===== src/rtl/count_sampler_if.sv =====
// ============================================================================
// count_sampler_if : valid/ready output channel carrying settled count values.
// Revision: 1.0
// ============================================================================
`default_nettype none

interface count_sampler_if #(
  parameter int WIDTH = 5
);
  logic [WIDTH-1:0] out_val;
  logic             out_valid;
  logic             out_ready;

  modport master (output out_val, output out_valid, input out_ready);
  modport slave  (input out_val, input out_valid, output out_ready);
endinterface

`default_nettype wire


===== src/rtl/count_sampler.sv =====
// ============================================================================
// count_sampler : synchronises and debounces a ripple down-counter, publishes
// settled values, flags wraps. Optional step checker: COUNT_SAMPLER_SEQCHK_EN.
// Revision: 1.0
// ============================================================================
`default_nettype none

module count_sampler #(
  parameter int WIDTH         = 5,
  parameter int STABLE_CYCLES = 2,
  parameter int WRAP_W        = 8
) (
  input  wire logic              clk,
  input  wire logic              clear,
  input  wire logic [WIDTH-1:0]  cnt_in,
  count_sampler_if.master        out_if,
  output logic                   wrap,
  output logic [WRAP_W-1:0]      wrap_count,
  output logic                   overrun,
  output logic                   seq_err,
  output logic                   err_sticky
);

  localparam logic [0:0] ST_FIRST = 1'b0;
  localparam logic [0:0] ST_TRACK = 1'b1;
  localparam logic [3:0] STAB_MAX = 4'(STABLE_CYCLES);

  logic [WIDTH-1:0]  s1_q, s1_d, s2_q, s2_d;
  logic              v1_q, v1_d, v2_q, v2_d;
  logic [WIDTH-1:0]  cand_q, cand_d;
  logic [3:0]        stab_q, stab_d;
  logic [WIDTH-1:0]  last_q, last_d;
  logic [0:0]        state_q, state_d;
  logic [WIDTH-1:0]  out_val_q, out_val_d;
  logic              out_valid_q, out_valid_d;
  logic              wrap_q, wrap_d;
  logic [WRAP_W-1:0] wrap_count_q, wrap_count_d;
  logic              overrun_q, overrun_d;
  logic              accept;
  logic              transfer;

  always_comb begin
    s1_d = cnt_in;
    s2_d = s1_q;
    // v1/v2 mark when s2 holds a real sample rather than its reset value,
    // so the cleared sync stages never masquerade as a settled zero.
    v1_d = 1'b1;
    v2_d = v1_q;

    cand_d = cand_q;
    stab_d = stab_q;
    if (v2_q) begin
      if (s2_q != cand_q) begin
        cand_d = s2_q;
        stab_d = 4'd1;
      end else if (stab_q != STAB_MAX) begin
        stab_d = stab_q + 4'd1;
      end
    end

    accept   = v2_q && (stab_d == STAB_MAX) &&
               ((state_q == ST_FIRST) || (cand_d != last_q));
    transfer = out_valid_q && out_if.out_ready;

    state_d      = state_q;
    last_d       = last_q;
    out_val_d    = out_val_q;
    out_valid_d  = transfer ? 1'b0 : out_valid_q;
    wrap_d       = 1'b0;
    wrap_count_d = wrap_count_q;
    overrun_d    = overrun_q;

    if (accept) begin
      last_d      = cand_d;
      out_val_d   = cand_d;
      out_valid_d = 1'b1;
      state_d     = ST_TRACK;
      if (out_valid_q && !out_if.out_ready) begin
        overrun_d = 1'b1;
      end
      if ((state_q == ST_TRACK) && (last_q == '0) && (cand_d == '1)) begin
        wrap_d = 1'b1;
        if (wrap_count_q != '1) begin
          wrap_count_d = wrap_count_q + WRAP_W'(1);
        end
      end
    end
  end

  always_ff @(posedge clk or negedge clear) begin
    if (!clear) begin
      s1_q         <= '0;
      s2_q         <= '0;
      v1_q         <= 1'b0;
      v2_q         <= 1'b0;
      cand_q       <= '0;
      stab_q       <= '0;
      last_q       <= '0;
      state_q      <= ST_FIRST;
      out_val_q    <= '0;
      out_valid_q  <= 1'b0;
      wrap_q       <= 1'b0;
      wrap_count_q <= '0;
      overrun_q    <= 1'b0;
    end else begin
      s1_q         <= s1_d;
      s2_q         <= s2_d;
      v1_q         <= v1_d;
      v2_q         <= v2_d;
      cand_q       <= cand_d;
      stab_q       <= stab_d;
      last_q       <= last_d;
      state_q      <= state_d;
      out_val_q    <= out_val_d;
      out_valid_q  <= out_valid_d;
      wrap_q       <= wrap_d;
      wrap_count_q <= wrap_count_d;
      overrun_q    <= overrun_d;
    end
  end

`ifdef COUNT_SAMPLER_SEQCHK_EN
  localparam logic [WIDTH-1:0] ONE = WIDTH'(1);

  logic seq_err_q, seq_err_d;
  logic err_sticky_q, err_sticky_d;

  // The modular decrement makes 0 -> all-ones a legal step.
  always_comb begin
    seq_err_d    = 1'b0;
    err_sticky_d = err_sticky_q;
    if (accept && (state_q == ST_TRACK) && (cand_d != (last_q - ONE))) begin
      seq_err_d    = 1'b1;
      err_sticky_d = 1'b1;
    end
  end

  always_ff @(posedge clk or negedge clear) begin
    if (!clear) begin
      seq_err_q    <= 1'b0;
      err_sticky_q <= 1'b0;
    end else begin
      seq_err_q    <= seq_err_d;
      err_sticky_q <= err_sticky_d;
    end
  end

  assign seq_err    = seq_err_q;
  assign err_sticky = err_sticky_q;
`else
  assign seq_err    = 1'b0;
  assign err_sticky = 1'b0;
`endif

  assign out_if.out_val   = out_val_q;
  assign out_if.out_valid = out_valid_q;
  assign wrap             = wrap_q;
  assign wrap_count       = wrap_count_q;
  assign overrun          = overrun_q;

endmodule

`default_nettype wire


===== src/flat_wrapper.sv =====
// flat-port wrapper written by rule: the top's interface ports become plain ports
module count_sampler_flat 
#(
  parameter int WIDTH         = 5,
  parameter int STABLE_CYCLES = 2,
  parameter int WRAP_W        = 8
)
  (clk, clear, cnt_in, wrap, wrap_count, overrun, seq_err, err_sticky, out_if_out_val, out_if_out_valid, out_if_out_ready);
  count_sampler_if #(.WIDTH(WIDTH)) out_if_i ();
  input  wire logic clk;
  input  wire logic clear;
  input  wire logic [WIDTH-1:0] cnt_in;
  output logic wrap;
  output logic [WRAP_W-1:0] wrap_count;
  output logic overrun;
  output logic seq_err;
  output logic err_sticky;
  output wire logic [$bits(out_if_i.out_val)-1:0] out_if_out_val;
  output wire logic [$bits(out_if_i.out_valid)-1:0] out_if_out_valid;
  input wire logic [$bits(out_if_i.out_ready)-1:0] out_if_out_ready;
  assign out_if_out_val = out_if_i.out_val;
  assign out_if_out_valid = out_if_i.out_valid;
  assign out_if_i.out_ready = out_if_out_ready;
  count_sampler #(.WIDTH(WIDTH), .STABLE_CYCLES(STABLE_CYCLES), .WRAP_W(WRAP_W)) u_core (.clk(clk), .clear(clear), .cnt_in(cnt_in), .out_if(out_if_i), .wrap(wrap), .wrap_count(wrap_count), .overrun(overrun), .seq_err(seq_err), .err_sticky(err_sticky));
endmodule

===== config.mk =====
export PLATFORM = sky130hd
export DESIGN_NAME = count_sampler_flat
export DESIGN_NICKNAME = d
export VERILOG_FILES = /design/src/rtl/count_sampler_if.sv /design/src/rtl/count_sampler.sv /design/src/flat_wrapper.sv
export SDC_FILE = /design/constraint.sdc
export NUM_CORES = 1
export LEC_CHECK = 0
export CORE_ASPECT_RATIO = 0.6
export CORE_MARGIN = 5
export CORE_UTILIZATION = 40
export CTS_BUF_LIST = sky130_fd_sc_hd__clkbuf_8 sky130_fd_sc_hd__clkbuf_16
export DETAILED_ROUTE_END_ITERATION = 7
export PLACE_DENSITY = 0.59
export RECOVER_POWER = 50
export REMOVE_ABC_BUFFERS = 1
export SLEW_MARGIN = 20
export SYNTH_ARGS = -nofsm -noshare
export SYNTH_HDL_FRONTEND = slang
export SYNTH_SLANG_ARGS = --single-unit

===== constraint.sdc =====
create_clock -name clk -period 3.4 [get_ports clk]
set_input_delay 0.68 -clock clk [delete_from_list [all_inputs] [get_ports clk]]
set_output_delay 0.68 -clock clk [all_outputs]
set_load 0.005 [all_outputs]

### Yosys cells after proc, flatten, opt, wreduce, memory -nomap -nowiden

Index checks and enable logic that the tools add are counted.

| word-level totals | value |
|---|---|
| bits of input ports | 8 |
| word-level logic and storage cells | 42 |
| register bits | 38 |

| cells by class | value |
|---|---|
| reduce and logical (&&, ||, !) cells | 12 |
| mux-type cells | 9 |
| equality and inequality tests | 6 |
| add/sub/neg operators | 2 |
| bitwise logic cells | 1 |

Operator list:

| kind | number |
|---|---|
| 4-bit 2-to-1 mux | 3 |
| 5-bit 2-to-1 mux | 2 |
| 5-bit inequality test | 2 |
| 8-bit by 1-bit adder with 8-bit output, second input constant | 1 |
| 8-bit inequality test, second input constant | 1 |
| 1-bit logical AND | 6 |
| 5-bit equality test, second input constant | 1 |
| 5-bit logical NOT | 1 |
| 4-bit by 1-bit adder with 4-bit output, second input constant | 1 |
| 4-bit by 2-bit equality test with 1-bit output, second input constant | 1 |
| 1-bit 2-to-1 mux | 4 |
| 4-bit by 2-bit inequality test with 1-bit output, second input constant | 1 |
| 3-bit AND reduction | 1 |
| 2-bit AND reduction | 1 |
| 2-bit nonzero test | 1 |
| 1-bit logical NOT | 1 |
| 1-bit logical OR | 1 |
| 1-bit NOT | 1 |

### Longest topological paths before layout

| logic depth | value |
|---|---|
| depth after elaboration | 8 |
| gate-level depth with buffers | 8 |
| gate-level depth less buffers | 8 |

### Least setup slack after synthesis

Ideal clock, no wire load.

| path | value |
|---|---|
| kind | register -> register |
| from | register u_core.last_q[1] |
| to | register u_core.wrap_count_q[1] (netlist: u_core.wrap_count[1]) |
| library setup time | 125 ps |
| cell stages (with the launch flop) | 7 |
| path slack | 1,184 ps |
| data arrival time | 2,091 ps |
| required time | 3,275 ps |
| path through | dfrtp_1 -> nor4_2 -> nand3_1 -> or4_4 -> nor4b_4 -> nand2_4 -> mux2_4 |

| on the way | value |
|---|---|
| cells in the longest elaborated chain, start to end | 4 |
| elaborated cells between the ends (all ways) | 7 |
| those cells by class | 1 x eq/ne; 6 x reduce/logical |

Ends and longest elaborated chain:

| what | line | text |
|---|---|---|
| start: declaration | count_sampler.sv:32 | `logic [WIDTH-1:0] last_q, last_d;` |
| start signal: assignment | count_sampler.sv:112 | `last_q <= last_d;` |
| 5-bit inequality test or 5-bit logical NOT (tied branches) | count_sampler.sv:62, count_sampler.sv:81 |  |
| 1-bit logical OR or 1-bit logical AND (tied branches) | count_sampler.sv:62, count_sampler.sv:81 |  |
| 1-bit logical AND (on tied branches) | count_sampler.sv:61, count_sampler.sv:81 |  |
| 3-bit AND reduction (no source line) (*) | - |  |
| end signal: assignment | count_sampler.sv:117 | `wrap_count_q <= wrap_count_d;` |
| end: declaration | count_sampler.sv:37 | `logic [WRAP_W-1:0] wrap_count_q, wrap_count_d;` |

Every way passes the cells marked *; elsewhere a longest branch is shown, timed or not.
A chain may end at the register's enable or synchronous reset.

### Worst setup path after layout

| path | value |
|---|---|
| from | register u_core.v2_q |
| to | register u_core.wrap_count_q[1] (netlist: u_core.wrap_count[1]) |

| on the way | value |
|---|---|
| cells in the longest elaborated chain, start to end | 5 |
| elaborated cells between the ends (all ways) | 10 |
| those cells by class | 3 x eq/ne; 2 x mux; 5 x reduce/logical |

Ends and longest elaborated chain:

| what | line | text |
|---|---|---|
| start: declaration | count_sampler.sv:29 | `logic v1_q, v1_d, v2_q, v2_d;` |
| start signal: assignment | count_sampler.sv:109 | `v2_q <= v2_d;` |
| 5-bit 2-to-1 mux or 4-bit 2-to-1 mux (tied branches) | count_sampler.sv:52 | `if (v2_q) begin` |
| 5-bit inequality test or 4-bit by 2-bit equality test with 1-bit output (tied branches) | count_sampler.sv:62, count_sampler.sv:61 |  |
| 1-bit logical OR or 1-bit logical AND (tied branches) | count_sampler.sv:62, count_sampler.sv:61 |  |
| 1-bit logical AND | count_sampler.sv:61 | `accept = v2_q && (stab_d == STAB_MAX) &&` |
| 3-bit AND reduction (no source line) (*) | - |  |

Marked as above.

==> results.toml <==
[outcome]
status = "finished with violations"
violated_checks = "capacitance limit, slew limit"

[grt]
grt_max_degree = 39
via_count_of_the_first_global_routing_pass = 1092
gr-total-overflow = 0
grt.total_usage = 0.125
antenna_violations_before_repair = 0
global_route_wire_length_before_repair_um = 5260

[yosys]
yosys-mux-area-fraction = 0.0862
syn-mean-instance-area_um2 = 12.0
ys_async_rst_share = 1.00
largest_area_contributor_in_the_netlist = "sky130_fd_sc_hd__dfrtp_1"
synth_top_cells_by_area = "sky130_fd_sc_hd__dfrtp_1 55%, sky130_fd_sc_hd__mux2_2 7.2%, sky130_fd_sc_hd__xor2_1 5.6%"
yosysSeqAreaShare = 0.551
ys_seq_elements = 38
synth_xor_xnor_area_share = 0.0964
yosys.area_share.adder = 0.0217
ys.flop_type = "sky130_fd_sc_hd__dfrtp_1"
synth.distinct_cells = 38
synth_top_family_by_area = "simple AND/OR/NAND/NOR gates"
synth_simple_gate_area_frac = 0.157
synthesis.instances = 144
post_synth_instance_area_um2 = 1730
post_synth_edffs = 0
synth-warning-count = 0
synthDominantCellAreaShare = 0.551
synth_compound_gate_area_share = 0.0594

[setup_path]
crit_path_start_kind = "flip-flop"
worst_ep_required_time_ns = 3.57
crit_path_max_incr_delay_ns = 0.57
worst_ep_arrival_time_ns = 2.69
gate_family_responsible_for_the_most_delay_along_the_worst_path = "simple AND/OR/NAND/NOR gates"
timing.critical_path.buf_inv = 0
cp_max_fo = 16
cp_slowest_cell = "sky130_fd_sc_hd__dfrtp_1"
crit_path_cell_trace = "and3b_1 > a31oi_1 > or4_4 > nor4b_4 > nand2_4 > mux2_4"
worst_r2r_path_depth = 6
critPathCaptureType = "flip-flop"
worst-setup-path-type = "flip-flop to flip-flop"
path_depth = 6

[placement]
detailedPlacementHpwl_um = 2330
portBuffers = 23
place.gp.congestion = 0.738
post-place-ws_ns = 0.890
post-place-cells = 223

[floorplanning]
initial_utilization = 0.417
chipHeight_um = 60.9
die_w_um = 94.8
coreArea_um2 = 4140
i_o_pin_count = 26
rows = 18
die_area_um2 = 5770

[detailed_routing]
dr.pass1.iters = 3
drc = 0
drt-vias-per-instance = 4.78
wl_per_cell_um = 13.5
vias = 1100
number_of_drc_violations_after_detailed_routing_iteration_0 = 21
routed_wirelength_um = 3120
final_antenna_net_count = 0

[sta]
finClkSkew_ns = 0.00627
final_max_slew_viol_count = 39
slew_headroom = -0.331
max_freq_ghz = 0.395
grt_setup_unrepaired = "false"
fin_setup_tns_ns = 0
finalHoldWorstSlack_ns = 0.350
fin_crit_sh = 0.744
worst_setup_margin_ns = 0.871
worst_slew_pin_slew_ns = 2.00
finalSetupViolations = 0
final-hold-violation-count = 0
final.min_clock_period_ns = 2.53

[pwr]
power_total_mw = 1.07
static-leakage-power_nw = 0.925
power.density_nw_per_um2 = 507
vdd_ir_drop_max_v = 0.000251

[cts]
cts-root-to-sink-buffers = 2
cts_tree = "done"
cts-root-buf = "sky130_fd_sc_hd__clkbuf_8"
numClockSinks = 38
htree_num_levels = 2
clock_insertion_delay_worst_skew_ns = 0.28
cts_hold_repair.buffers = 0
postCtsSetupRepairBufs = 0
cts_made_buffers = 5
post_cts_resize_count = 0
clk_pin_slew_ns = 0.07

[min_path]
min-delay-path-class = "flip-flop to flip-flop"
min_path_cells = 0

[finish]
synthToLayoutAreaGrowth_pct = 22.1
fraction_of_final_layout_cells_with_drive_strength_greater_than_1 = 0.147
antenna-diode-count = 0
layout.nets = 181
number_of_standard_cells_in_the_layout_taps_in_and_fillers_out = 230

[run]
maxCapViolCount = 1
cell families (layout without fill, tap and decap cells):
group / count (synthesis) / after routing
xor gates and xnor gates: 19 / 19
and+or+nand+nor: 45 / 45
buffers and inverters: 7 / 32
adders and majority gates: 3 / 3
muxes: 13 / 13
AOI/OAI and AO/OA: 17 / 17
DFF: 38 / 38
other: 2 / 3
worst reg2reg max path, cell delays in order, from the launching register on:
cell and delay (ns):
sky130_fd_sc_hd__dfrtp_1 0.57, sky130_fd_sc_hd__and3b_1 0.30, sky130_fd_sc_hd__a31oi_1 0.05, sky130_fd_sc_hd__or4_4 0.57, sky130_fd_sc_hd__nor4b_4 0.52, sky130_fd_sc_hd__nand2_4 0.10, sky130_fd_sc_hd__mux2_4 0.31
registers in the layout (all words and copies together) (netlist names):
name and flops:
u_core.wrap_count 8, u_core.last_q 5, u_core.wrap 1, u_core.cand_q 5
u_core.v1_q 1, u_core.stab_q 4, u_core.out_if.out_valid 1, u_core.s2_q 5
u_core.v2_q 1, u_core.state_q 1, u_core.overrun 1, u_core.s1_q 5
cells in the mapped netlist, types with 2 or more instances:
| library cell | instances |
|---|---|
| sky130_fd_sc_hd__a21oi_1 | 3 |
| sky130_fd_sc_hd__a31oi_1 | 3 |
| sky130_fd_sc_hd__and3_1 | 2 |
| sky130_fd_sc_hd__buf_4 | 2 |
| sky130_fd_sc_hd__clkbuf_1 | 2 |
| sky130_fd_sc_hd__conb_1 | 2 |
| sky130_fd_sc_hd__dfrtp_1 | 38 |
| sky130_fd_sc_hd__ha_1 | 3 |
| sky130_fd_sc_hd__inv_1 | 2 |
| sky130_fd_sc_hd__mux2_2 | 11 |
| sky130_fd_sc_hd__nand2_1 | 9 |
| sky130_fd_sc_hd__nand2b_1 | 2 |
| sky130_fd_sc_hd__nand3_1 | 9 |
| sky130_fd_sc_hd__nor2_1 | 8 |
| sky130_fd_sc_hd__nor3_1 | 3 |
| sky130_fd_sc_hd__o21a_1 | 2 |
| sky130_fd_sc_hd__o21ai_0 | 5 |
| sky130_fd_sc_hd__xnor2_1 | 8 |
| sky130_fd_sc_hd__xor2_1 | 11 |
metrics by stage:
step	utilization	cell area, µm²
after floorplan	-	1700
after global placement	0.482	2000
after detailed placement	0.482	2000
after CTS	0.509	2110
after global routing	0.509	2110
final	0.509	2110
power breakdown:
part           switching, mW  internal (mW)  total (mW)
clock                  0.147          0.235       0.381
combinational         0.0612         0.0915       0.153
sequential            0.0465          0.489       0.535
total                  0.255          0.815        1.07
worst paths after layout:
check / endpoint / slack (ns) / start
min: u_core.s2_q[2]$_DFF_PN0_ / 0.35 / u_core.s1_q[2]$_DFF_PN0_
max in group asynchronous: u_core.wrap_count[4]$_DFFE_PN0P_ / 1.30 / clear
min in group asynchronous: u_core.overrun$_DFFE_PN0P_ / 0.96 / clear
max: u_core.wrap_count[1]$_DFFE_PN0P_ / 0.87 / u_core.v2_q$_DFF_PN0_
min reg2reg: u_core.s2_q[2]$_DFF_PN0_ / 0.35 / u_core.s1_q[2]$_DFF_PN0_
max reg2reg: u_core.wrap_count[1]$_DFFE_PN0P_ / 0.87 / u_core.v2_q$_DFF_PN0_
layer usage:
layer  GRT usage  part of all wire  vias up  wire (µm)
met5           0                 0        -          0
met4      0.0431            0.0055        0         17
met3      0.0434             0.039        2        120
met2       0.172              0.42       12       1310
met1       0.183              0.54      544       1670
li1            -                 -      542          -
cell usage in the layout (no fill, tap or decap), types with 2 or more instances in the layout:
| cell | netlist | routed |
|---|---|---|
| sky130_fd_sc_hd__xor2_1 | 11 | 11 |
| sky130_fd_sc_hd__nand2b_1 | 2 | 2 |
| sky130_fd_sc_hd__clkdlybuf4s50_1 | 0 | 17 |
| sky130_fd_sc_hd__ha_1 | 3 | 3 |
| sky130_fd_sc_hd__and3_1 | 2 | 2 |
| sky130_fd_sc_hd__nand3_1 | 9 | 9 |
| sky130_fd_sc_hd__a31oi_1 | 3 | 3 |
| sky130_fd_sc_hd__dfrtp_1 | 38 | 38 |
| sky130_fd_sc_hd__nor2_1 | 8 | 8 |
| sky130_fd_sc_hd__inv_1 | 2 | 2 |
| sky130_fd_sc_hd__clkbuf_8 | 0 | 6 |
| sky130_fd_sc_hd__dlygate4sd3_1 | 0 | 5 |
| sky130_fd_sc_hd__mux2_2 | 11 | 11 |
| sky130_fd_sc_hd__xnor2_1 | 8 | 8 |
| sky130_fd_sc_hd__o21ai_0 | 5 | 5 |
| sky130_fd_sc_hd__conb_1 | 2 | 3 |
| sky130_fd_sc_hd__o21a_1 | 2 | 2 |
| sky130_fd_sc_hd__a21oi_1 | 3 | 3 |
| sky130_fd_sc_hd__nor3_1 | 3 | 3 |
| sky130_fd_sc_hd__nand2_1 | 9 | 9 |
cell type report:
type                       count  area [µm²]
tap                           60        75.1
multi-input combinational    100         738
clock buffer                   6        82.6
timing repair buffer          23         224
inverter                       2        7.51
clock inverter                 1        30.0
fill                         391        2040
sequential                    38         951
Note: power is estimated with default switching activity, not from simulation.
